`src/rtl/retire_trace_pkg.sv`:
```
// Shared types and constants for the retirement trace monitor.
package retire_trace_pkg;

  localparam int unsigned TRC_XLEN = 32;
  localparam int unsigned INSTR_W  = 32;
  localparam int unsigned TYPE_W   = 6;
  localparam int unsigned REG_W    = 5;
  localparam int unsigned CNT_W    = 32;
  localparam int unsigned ERR_W    = 3;

  localparam int unsigned ERR_OVF  = 0;
  localparam int unsigned ERR_RNV  = 1;
  localparam int unsigned ERR_TYPE = 2;

  typedef enum logic [TYPE_W-1:0] {
    ITYPE_R = 6'b000001,
    ITYPE_I = 6'b000010,
    ITYPE_S = 6'b000100,
    ITYPE_B = 6'b001000,
    ITYPE_U = 6'b010000,
    ITYPE_J = 6'b100000
  } instr_type_e;

  typedef struct packed {
    logic [TRC_XLEN-1:0] pc;
    logic [INSTR_W-1:0]  instr;
    logic [TYPE_W-1:0]   itype;
    logic [REG_W-1:0]    rd;
    logic [REG_W-1:0]    rs1;
    logic [REG_W-1:0]    rs2;
    logic [TRC_XLEN-1:0] rd_val;
    logic [TRC_XLEN-1:0] rs1_val;
    logic [TRC_XLEN-1:0] rs2_val;
  } trace_rec_t;

  localparam int unsigned REC_W = $bits(trace_rec_t);

  typedef struct packed {
    logic                valid;
    logic [TRC_XLEN-1:0] pc;
    logic [INSTR_W-1:0]  instr;
    logic [TYPE_W-1:0]   itype;
    logic [REG_W-1:0]    rd;
    logic [REG_W-1:0]    rs1;
    logic [REG_W-1:0]    rs2;
  } shadow_stage_t;

  function automatic logic is_onehot(input logic [TYPE_W-1:0] t);
    return (t != '0) && ((t & (t - TYPE_W'(1))) == '0);
  endfunction

endpackage

```
`src/rtl/retire_trace_unit_fifo.sv`:
```
// Synchronous flop-based FIFO; accepts a push while full if a pop happens the same cycle.
module trace_fifo #(
  parameter int unsigned WIDTH = 8,
  parameter int unsigned DEPTH = 16
) (
  input  logic             clk,
  input  logic             reset_n,
  input  logic             push_i,
  input  logic [WIDTH-1:0] data_i,
  input  logic             pop_i,
  output logic [WIDTH-1:0] data_o,
  output logic             full_o,
  output logic             empty_o
);

  localparam int unsigned AW = $clog2(DEPTH);

  logic [AW:0]      wr_q, wr_d, rd_q, rd_d;
  logic [WIDTH-1:0] mem_q [DEPTH];
  logic             do_push, do_pop;

  // Extra pointer MSB distinguishes full from empty when the index bits match.
  assign full_o  = (wr_q[AW] != rd_q[AW]) && (wr_q[AW-1:0] == rd_q[AW-1:0]);
  assign empty_o = (wr_q == rd_q);
  assign do_pop  = pop_i && !empty_o;
  assign do_push = push_i && (!full_o || do_pop);
  assign data_o  = mem_q[rd_q[AW-1:0]];

  always_comb begin
    wr_d = wr_q;
    rd_d = rd_q;
    if (do_push) wr_d = wr_q + (AW+1)'(1);
    if (do_pop)  rd_d = rd_q + (AW+1)'(1);
  end

  always_ff @(posedge clk or negedge reset_n) begin
    if (!reset_n) begin
      wr_q <= '0;
      rd_q <= '0;
    end else begin
      wr_q <= wr_d;
      rd_q <= rd_d;
    end
  end

  always_ff @(posedge clk) begin
    if (do_push) mem_q[wr_q[AW-1:0]] <= data_i;
  end

endmodule

```
`src/rtl/retire_trace_unit.sv`:
```
// Commit-trace monitor: shadows in-flight instructions, records each retirement into a trace FIFO.
module retire_trace_unit
  import retire_trace_pkg::*;
#(
  parameter int unsigned XLEN        = TRC_XLEN,
  parameter int unsigned N_STAGES    = 4,
  parameter int unsigned FLUSH_DEPTH = 2,
  parameter int unsigned FIFO_DEPTH  = 16,
  parameter int unsigned MAX_INSTR   = 200
) (
  input  logic               clk,
  input  logic               reset_n,
  input  logic [XLEN-1:0]    fetch_pc_i,
  input  logic [INSTR_W-1:0] fetch_ins_i,
  input  logic               stall_i,
  input  logic               flush_i,
  input  logic [TYPE_W-1:0]  iss_type_i,
  input  logic [REG_W-1:0]   iss_rd_i,
  input  logic [REG_W-1:0]   iss_rs1_i,
  input  logic [REG_W-1:0]   iss_rs2_i,
  input  logic               retire_i,
  input  logic [XLEN-1:0]    rd_val_i,
  input  logic [XLEN-1:0]    rs1_val_i,
  input  logic [XLEN-1:0]    rs2_val_i,
  output logic               trc_valid_o,
  input  logic               trc_ready_i,
  output trace_rec_t         trc_rec_o,
  output logic [CNT_W-1:0]   count_o,
  output logic               done_o,
  output logic [ERR_W-1:0]   err_o
);

  localparam int unsigned WB = N_STAGES - 1;

  shadow_stage_t    stg_q [N_STAGES];
  shadow_stage_t    stg_d [N_STAGES];
  trace_rec_t       rec_c;
  logic             fifo_full, fifo_empty;
  logic             pop_c, accept_c, push_try_c, push_ok_c;
  logic [CNT_W-1:0] cnt_q, cnt_d;
  logic             done_q, done_d;
  logic [ERR_W-1:0] err_q, err_d;

  // Shadow pipeline: stage 0 captures fetch, stage 1 adds ISS decode, older stages shift.
  always_comb begin
    stg_d = stg_q;
    if (!stall_i) begin
      stg_d[0].valid = 1'b1;
      stg_d[0].pc    = TRC_XLEN'(fetch_pc_i);
      stg_d[0].instr = fetch_ins_i;
      stg_d[1]       = stg_q[0];
      stg_d[1].itype = iss_type_i;
      stg_d[1].rd    = iss_rd_i;
      stg_d[1].rs1   = iss_rs1_i;
      stg_d[1].rs2   = iss_rs2_i;
      for (int unsigned k = 2; k < N_STAGES; k++) stg_d[k] = stg_q[k-1];
    end
    // Flushed instructions must not reappear in the first older stage either.
    if (flush_i) begin
      for (int unsigned k = 0; k < FLUSH_DEPTH; k++) stg_d[k].valid = 1'b0;
      if (!stall_i) stg_d[FLUSH_DEPTH].valid = 1'b0;
    end
  end

  always_comb begin
    rec_c.pc      = stg_q[WB].pc;
    rec_c.instr   = stg_q[WB].instr;
    rec_c.itype   = stg_q[WB].itype;
    rec_c.rd      = stg_q[WB].rd;
    rec_c.rs1     = stg_q[WB].rs1;
    rec_c.rs2     = stg_q[WB].rs2;
    rec_c.rd_val  = TRC_XLEN'(rd_val_i);
    rec_c.rs1_val = TRC_XLEN'(rs1_val_i);
    rec_c.rs2_val = TRC_XLEN'(rs2_val_i);
  end

  // Retirement accounting: push acceptance, saturating count, sticky done/error flags.
  always_comb begin
    pop_c      = !fifo_empty && trc_ready_i;
    accept_c   = retire_i && !done_q;
    push_try_c = accept_c && stg_q[WB].valid;
    push_ok_c  = push_try_c && (!fifo_full || pop_c);
    cnt_d      = cnt_q;
    done_d     = done_q;
    err_d      = err_q;
    if (push_ok_c && (cnt_q != '1)) cnt_d = cnt_q + CNT_W'(1);
    if (push_ok_c && (MAX_INSTR != 0) && (cnt_d == CNT_W'(MAX_INSTR))) done_d = 1'b1;
    if (push_try_c && !push_ok_c) err_d[ERR_OVF] = 1'b1;
    if (accept_c && !stg_q[WB].valid) err_d[ERR_RNV] = 1'b1;
    if (push_try_c && !is_onehot(stg_q[WB].itype)) err_d[ERR_TYPE] = 1'b1;
  end

  always_ff @(posedge clk or negedge reset_n) begin
    if (!reset_n) begin
      for (int unsigned k = 0; k < N_STAGES; k++) stg_q[k] <= '0;
      cnt_q  <= '0;
      done_q <= 1'b0;
      err_q  <= '0;
    end else begin
      stg_q  <= stg_d;
      cnt_q  <= cnt_d;
      done_q <= done_d;
      err_q  <= err_d;
    end
  end

  trace_fifo #(
    .WIDTH (REC_W),
    .DEPTH (FIFO_DEPTH)
  ) u_fifo (
    .clk     (clk),
    .reset_n (reset_n),
    .push_i  (push_ok_c),
    .data_i  (rec_c),
    .pop_i   (pop_c),
    .data_o  (trc_rec_o),
    .full_o  (fifo_full),
    .empty_o (fifo_empty)
  );

  assign trc_valid_o = !fifo_empty;
  assign count_o     = cnt_q;
  assign done_o      = done_q;
  assign err_o       = err_q;

endmodule

```
`config.mk`:
```
export PLATFORM = sky130hd
export DESIGN_NAME = retire_trace_unit
export DESIGN_NICKNAME = d
export VERILOG_FILES = /design/src/rtl/retire_trace_pkg.sv /design/src/rtl/retire_trace_unit_fifo.sv /design/src/rtl/retire_trace_unit.sv
export SDC_FILE = /design/constraint.sdc
export NUM_CORES = 2
export LEC_CHECK = 0
export BUFFER_PORTS_ARGS = -buffer_cell sky130_fd_sc_hd__buf_2
export CAP_MARGIN = 20
export CORE_ASPECT_RATIO = 1.2
export CORE_MARGIN = 5
export CORE_UTILIZATION = 30
export CTS_CLUSTER_DIAMETER = 150
export DETAILED_ROUTE_END_ITERATION = 16
export PLACE_DENSITY = 0.41
export SETUP_SLACK_MARGIN = 0.15
export SLEW_MARGIN = 10
export SYNTH_ARGS = -nofsm -noshare
export SYNTH_HDL_FRONTEND = slang
export SYNTH_SLANG_ARGS = --single-unit
```
`constraint.sdc`:
```
create_clock -name clk -period 16.85 [get_ports clk]
set_clock_uncertainty 0.15 [all_clocks]
set_input_delay 5.055 -clock clk [delete_from_list [all_inputs] [get_ports clk]]
set_output_delay 5.055 -clock clk [all_outputs]
set_load 0.005 [all_outputs]
```
# Word level (Yosys, flattened, before mapping)
# Memories as Yosys holds them, arrays and structs flattened.
# Cells that the tools add are included.
[totals]
out_inout_bits = 218
register_bits = 369
input_bits = 187
ram_bits = 2896
mem_count = 1
elab_cells = 75
[op_classes]
reduce_logical = 23
bitwise = 1
eq_ne = 6
n_mux = 9
addsub = 4
[mem_list]
columns = ["name", "depth", "word_bits", "read_ports", "rd_clocked_by_memory_dff", "write_ports", "line", "rtl"]
rows = [
  ["u_fifo.mem_q", 16, 181, 1, 0, 1, "retire_trace_unit_fifo.sv:19", "logic [WIDTH-1:0] mem_q [DEPTH];"],
]
[op_table]
columns = ["cell", "count"]
rows = [
  ["258-bit 2-to-1 mux", 1],
  ["65-bit 2-to-1 mux", 1],
  ["32-bit by 1-bit adder with 32-bit output, second input constant", 1],
  ["32-bit by 8-bit == test with 1-bit output, second input constant", 1],
  ["32-bit 2-to-1 mux", 1],
  ["32-bit != test, second input constant", 1],
  ["1-bit logical AND", 13],
  ["5-bit by 1-bit adder with 5-bit output, second input constant", 2],
  ["6-bit bitwise AND", 1],
  ["1-bit logical NOT", 6],
  ["6-bit logical NOT", 1],
  ["1-bit 2-to-1 mux", 6],
  ["6-bit nonzero test", 1],
  ["6-bit by 1-bit subtractor with 6-bit output, second input constant", 1],
  ["5-bit == test", 1],
  ["4-bit == test", 1],
  ["1-bit logical OR", 2],
  ["2-bit by 1-bit != test with 1-bit output, second input constant", 1],
  ["1-bit != test", 1],
]

# Longest topological paths before layout
[logic_depth]
ltp_word = 9
mapped_depth = 11
ltp_nobuf = 9

# Cells and area by module
# A second synthesis with hierarchy kept.
[hier_totals]
hier_cells = 5373
area_unflattened_um2 = 122476.2
[modules_own_cells]
columns = ["module", "seq_area_each_um2", "cells_each", "n_inst", "area_each_um2"]
rows = [
  ["trace_fifo", 87213.6, 4480, 1, 108551.6],
  ["retire_trace_unit", 8983.6, 893, 1, 13924.6],
]

# Worst setup path after synthesis
# Ideal clock, no wire load.
[synth_path]
path_kind = "input to register"
start = "input port retire_i"
end = "memory u_fifo.mem_q[3][0] (netlist bit) (enable)"
setup_ns = 0.943
arrival_ns = 17.961
slack_ns = -2.204
n_path_buf = 1
required_time_ns = 15.757
stages = 5
path_cell_list = "and3b_1 -> o21a_1 -> buf_2 -> nand2_1 -> nor3_1"
[synth_via]
elab_chain_len = 6
[synth_lines]
columns = ["item", "line", "rtl"]
rows = [
  ["start: declaration", "retire_trace_unit.sv:21", "input logic retire_i,"],
  ["1-bit logical AND", "retire_trace_unit.sv:80", "accept_c = retire_i && !done_q;"],
  ["1-bit logical AND", "retire_trace_unit.sv:81", "push_try_c = accept_c && stg_q[WB].valid;"],
  ["1-bit logical AND", "retire_trace_unit.sv:82", "push_ok_c = push_try_c && (!fifo_full || pop_c);"],
  ["1-bit logical AND", "retire_trace_unit_fifo.sv:26", "assign do_push = push_i && (!full_o || do_pop);"],
  ["1-bit 2-to-1 mux", "retire_trace_unit_fifo.sv:47", "if (do_push) mem_q[wr_q[AW-1:0]] <= data_i;"],
  ["1-bit 2-to-1 mux (not written as such)", "retire_trace_unit_fifo.sv:47", ""],
  ["end: declaration", "retire_trace_unit_fifo.sv:19", ""],
]
# Every way passes these cells.

==> flow_summary_export.csv <==
group,metric,value,unit
status,status,"finished clean",
timing,max_freq,0.0934,GHz
timing,final.min_clock_period,10.70,ns
grt,grt_first_pass_wirelength,468,mm
clocking,cts_hold_buffers,0,
logic_synthesis,syn_nets,5198,
logic_synthesis,ys_types,50,
logic_synthesis,yosysTopAreaCellShare,0.708,
clocking,clkTransAtPathRegs,0.06,ns
worst_setup_path,crit_fanout,90,
finish,multi_input_area,25800,µm²
drt,drt_first_iter_violations,4082,
die,design.core.area,408000,µm²
drt,num_vias,55200,
worst_hold_path,min_to,"err_o[1]",
timing,hold_viol_final,0,
logic_synthesis,yosysSeqAreaShare,0.783,
clocking,clock-root-buffer,"clkbuf_16",
logic_synthesis,ys_top_cells_by_area,"edfxtp_1 71%, mux4_2 17%, dfrtp_1 7.5%, mux2_2 3.0%, clkbuf_1 0.63%",
die,dieArea,422000,µm²
logic_synthesis,ys_warn_count,0,
drt,wl_per_cell,28.9,µm
logic_synthesis,synth_cells,5005,
worst_setup_path,crit_top_cell,"buf_12",
clocking,cts.path.max_buffers,4,
finish,fin_nets,5823,
worst_hold_path,hold_path.class,"reg -> reg",
logic_synthesis,yosysTopAreaCell,"edfxtp_1",
clocking,cts_tree,"yes",
power_and_ir_drop,vdd.ir_drop.worst,117,µV
worst_hold_path,hold_path_depth,1,
worst_hold_path,min-delay-start,"err_o[1]",
finish,drive_above_1_share,0.385,
worst_setup_path,crit_path_end_kind,"output port",
timing,worstMarginPinSlew,1.36,ns
place,port_buffers,404,
worst_setup_path,r2r-end,"u_fifo.mem_q[3][54]",
die,start_util,0.301,
grt,grt_pass1_vias,60100,
job,maxCapViolCount,0,
worst_setup_path,r2r_start,"u_fifo.rd_q[1]",
grt,antenna_found_initial,59,
die,ioPinCount,405,
die,num_rows,257,
timing,fin_crit_sh,0.635,
timing,fin_tns_setup,0,ns
clocking,cts_setup_buffers,0,
logic_synthesis,syn_area,123000,µm²
worst_setup_path,cp_data_required_time,11.64,ns
place,place_congestion,0.705,
timing,drv_slew,0,
drt,remaining_drc_errors,0,
drt,detail_route.wirelength,329,mm
worst_setup_path,critical_path_class,"reg -> out",
worst_setup_path,cp_cell_sequence,"buf_12 > buf_12 > buf_12 > mux4_2 > mux4_2 > buf_2",
drt,detail_route.first_pass.iterations,7,
worst_setup_path,slowest_delay,0.82,ns
grt,grt_max_degree,129,
worst_setup_path,reg2regPathDepth,9,
finish,final_util,0.352,
logic_synthesis,synth-edff-count,2896,
logic_synthesis,synth_flop_cell,"edfxtp_1",
logic_synthesis,async_flop_share,0.113,
finish,fill_cells,37600,
worst_setup_path,crit_slowest_cell,"dfrtp_4",
finish,syn_to_final_growth,16.9,%
logic_synthesis,synth.most_common_cell,"edfxtp_1",
power_and_ir_drop,power_density,159,nW/µm²
grt,grt_usage,0.153,
clocking,cts.sinks,3265,
clocking,cts_buffers,358,
worst_setup_path,critPathArrivalTime,5.50,ns
logic_synthesis,syn_avg_cell_area,24.5,µm²
grt,overflow,0,
timing,rsz0062_at_grt,"no",
place,dp_hpwl,167,mm
drt,viasPerCell,4.85,
worst_setup_path,start_kind,"flop",
timing,slew_headroom,0.0920,
finish,seqCellArea,96200,µm²
logic_synthesis,synth_top_cells_by_count,"2896 x edfxtp_1, 905 x mux4_2, 369 x dfrtp_1",
clocking,post_cts_resized,0,
die,die_width,594,µm
timing,setup_violations,0,
die,fp.dieH,711,µm
power_and_ir_drop,cellLeakagePower,46.1,nW
worst_setup_path,reg2reg_slack,10.64,ns
clocking,h-tree-depth,5,
clocking,worstSkewPairLatency,0.94,ns
logic_synthesis,ys_seq_elements,3265,
drt,drtAntennaViolNets,0,
[layer usage]
| metal | up-vias | part of all wire | track usage | routed length [µm] |
|---|---|---|---|---|
| li1 | 22700 | - | - | - |
| met1 | 30700 | 0.45 | 0.216 | 148000 |
| met2 | 1337 | 0.48 | 0.248 | 157000 |
| met3 | 468 | 0.049 | 0.0279 | 16100 |
| met4 | 14 | 0.021 | 0.0329 | 7010 |
| met5 | - | 0.00023 | 0 | 75 |
[stage by stage]
stage / std cells / area, µm² / hold WS, ns / total power (W) / worst slack (ns)
global placement: 10700 / 132000 / 0.299 / 0.0154 / 6.96
finish: 11400 / 144000 / 0.324 / 0.0228 / 6.15
CTS: 11400 / 144000 / 0.323 / 0.0233 / 5.90
floorplan: 5005 / 123000 / 0.301 / 0.0131 / 2.63
detailed placement: 10700 / 132000 / 0.306 / 0.0154 / 7.01
global route: 11400 / 144000 / 0.351 / 0.0239 / 5.62
[layout make-up]
| type | count | share of cell area |
|---|---|---|
| diodes | 15 | 0.000261 |
| inverters | 7 | 0.000183 |
| clock buffers | 466 | 0.0667 |
| multi-input cells | 1478 | 0.179 |
| well taps | 5439 | 0.0474 |
| repair buffers | 520 | 0.0226 |
| flip-flops and latches | 3265 | 0.670 |
| clock inverters | 185 | 0.0137 |
[placed cells by master (no fill, tap or decap), drive strengths merged, types with 4 or more instances in the layout]
cell,n
nand3,17
clkbuf,466
ha,6
xor2,16
nand2,35
and3,5
mux2,322
nor3,15
nand4,17
inv,20
buf,520
mux2i,5
clkinvlp,13
or2,5
diode,15
o31ai,4
xnor2,31
o21ai,6
nor2,37
nor4,9
a21oi,7
nand2b,4
mux4,905
clkinv,125
dfrtp,369
bufinv,34
edfxtp,2896
or4,4
[how the worst max path moves through the flow]
stage,start,endpoint,cells after the start
3_3_place_gp,u_fifo.rd_q[0],trc_rec_o[79],6
3_5_place_dp,u_fifo.rd_q[0],trc_rec_o[79],6
5_1_grt,u_fifo.rd_q[0],trc_rec_o[79],6
2_1_floorplan,retire_i,u_fifo.mem_q[15][0],5
6_report,u_fifo.rd_q[0],trc_rec_o[79],6
4_1_cts,u_fifo.rd_q[0],trc_rec_o[68],6
[registers in the layout (all words and copies together) (netlist names)]
register / count
count_o: 32
err_o: 3
u_fifo.rd_q: 5
done_o: 1
stg_q: 238
rec_c: 85
u_fifo.mem_q: 2896
u_fifo.wr_q: 5
[critical path, delay by kind of cell, from the launching register on]
| family | cells | cell delay, ns |
|---|---|---|
| flip-flops | 1 | 0.82 |
| multiplexers | 2 | 1.14 |
| buffers and inverters | 4 | 2.00 |
[logic make-up after synthesis]
group / after synthesis / synth area share
buffers and inverters: 262 / 0.00808
flip-flops: 3265 / 0.783
AND/OR/NAND/NOR: 163 / 0.00721
multiplexers: 1232 / 0.196
adder cells (fa/ha/maj): 6 / 0.000611
XOR/XNOR: 47 / 0.00341
AO/OA/AOI/OAI: 30 / 0.00169
[power by group]
group	switching [W]	internal (W)	total, W
sequential	0.000411	0.00920	0.00961
clock	0.00323	0.00454	0.00777
combinational	0.00271	0.00268	0.00539
total	0.00635	0.0164	0.0228
Power figures use the tool's default switching activity.
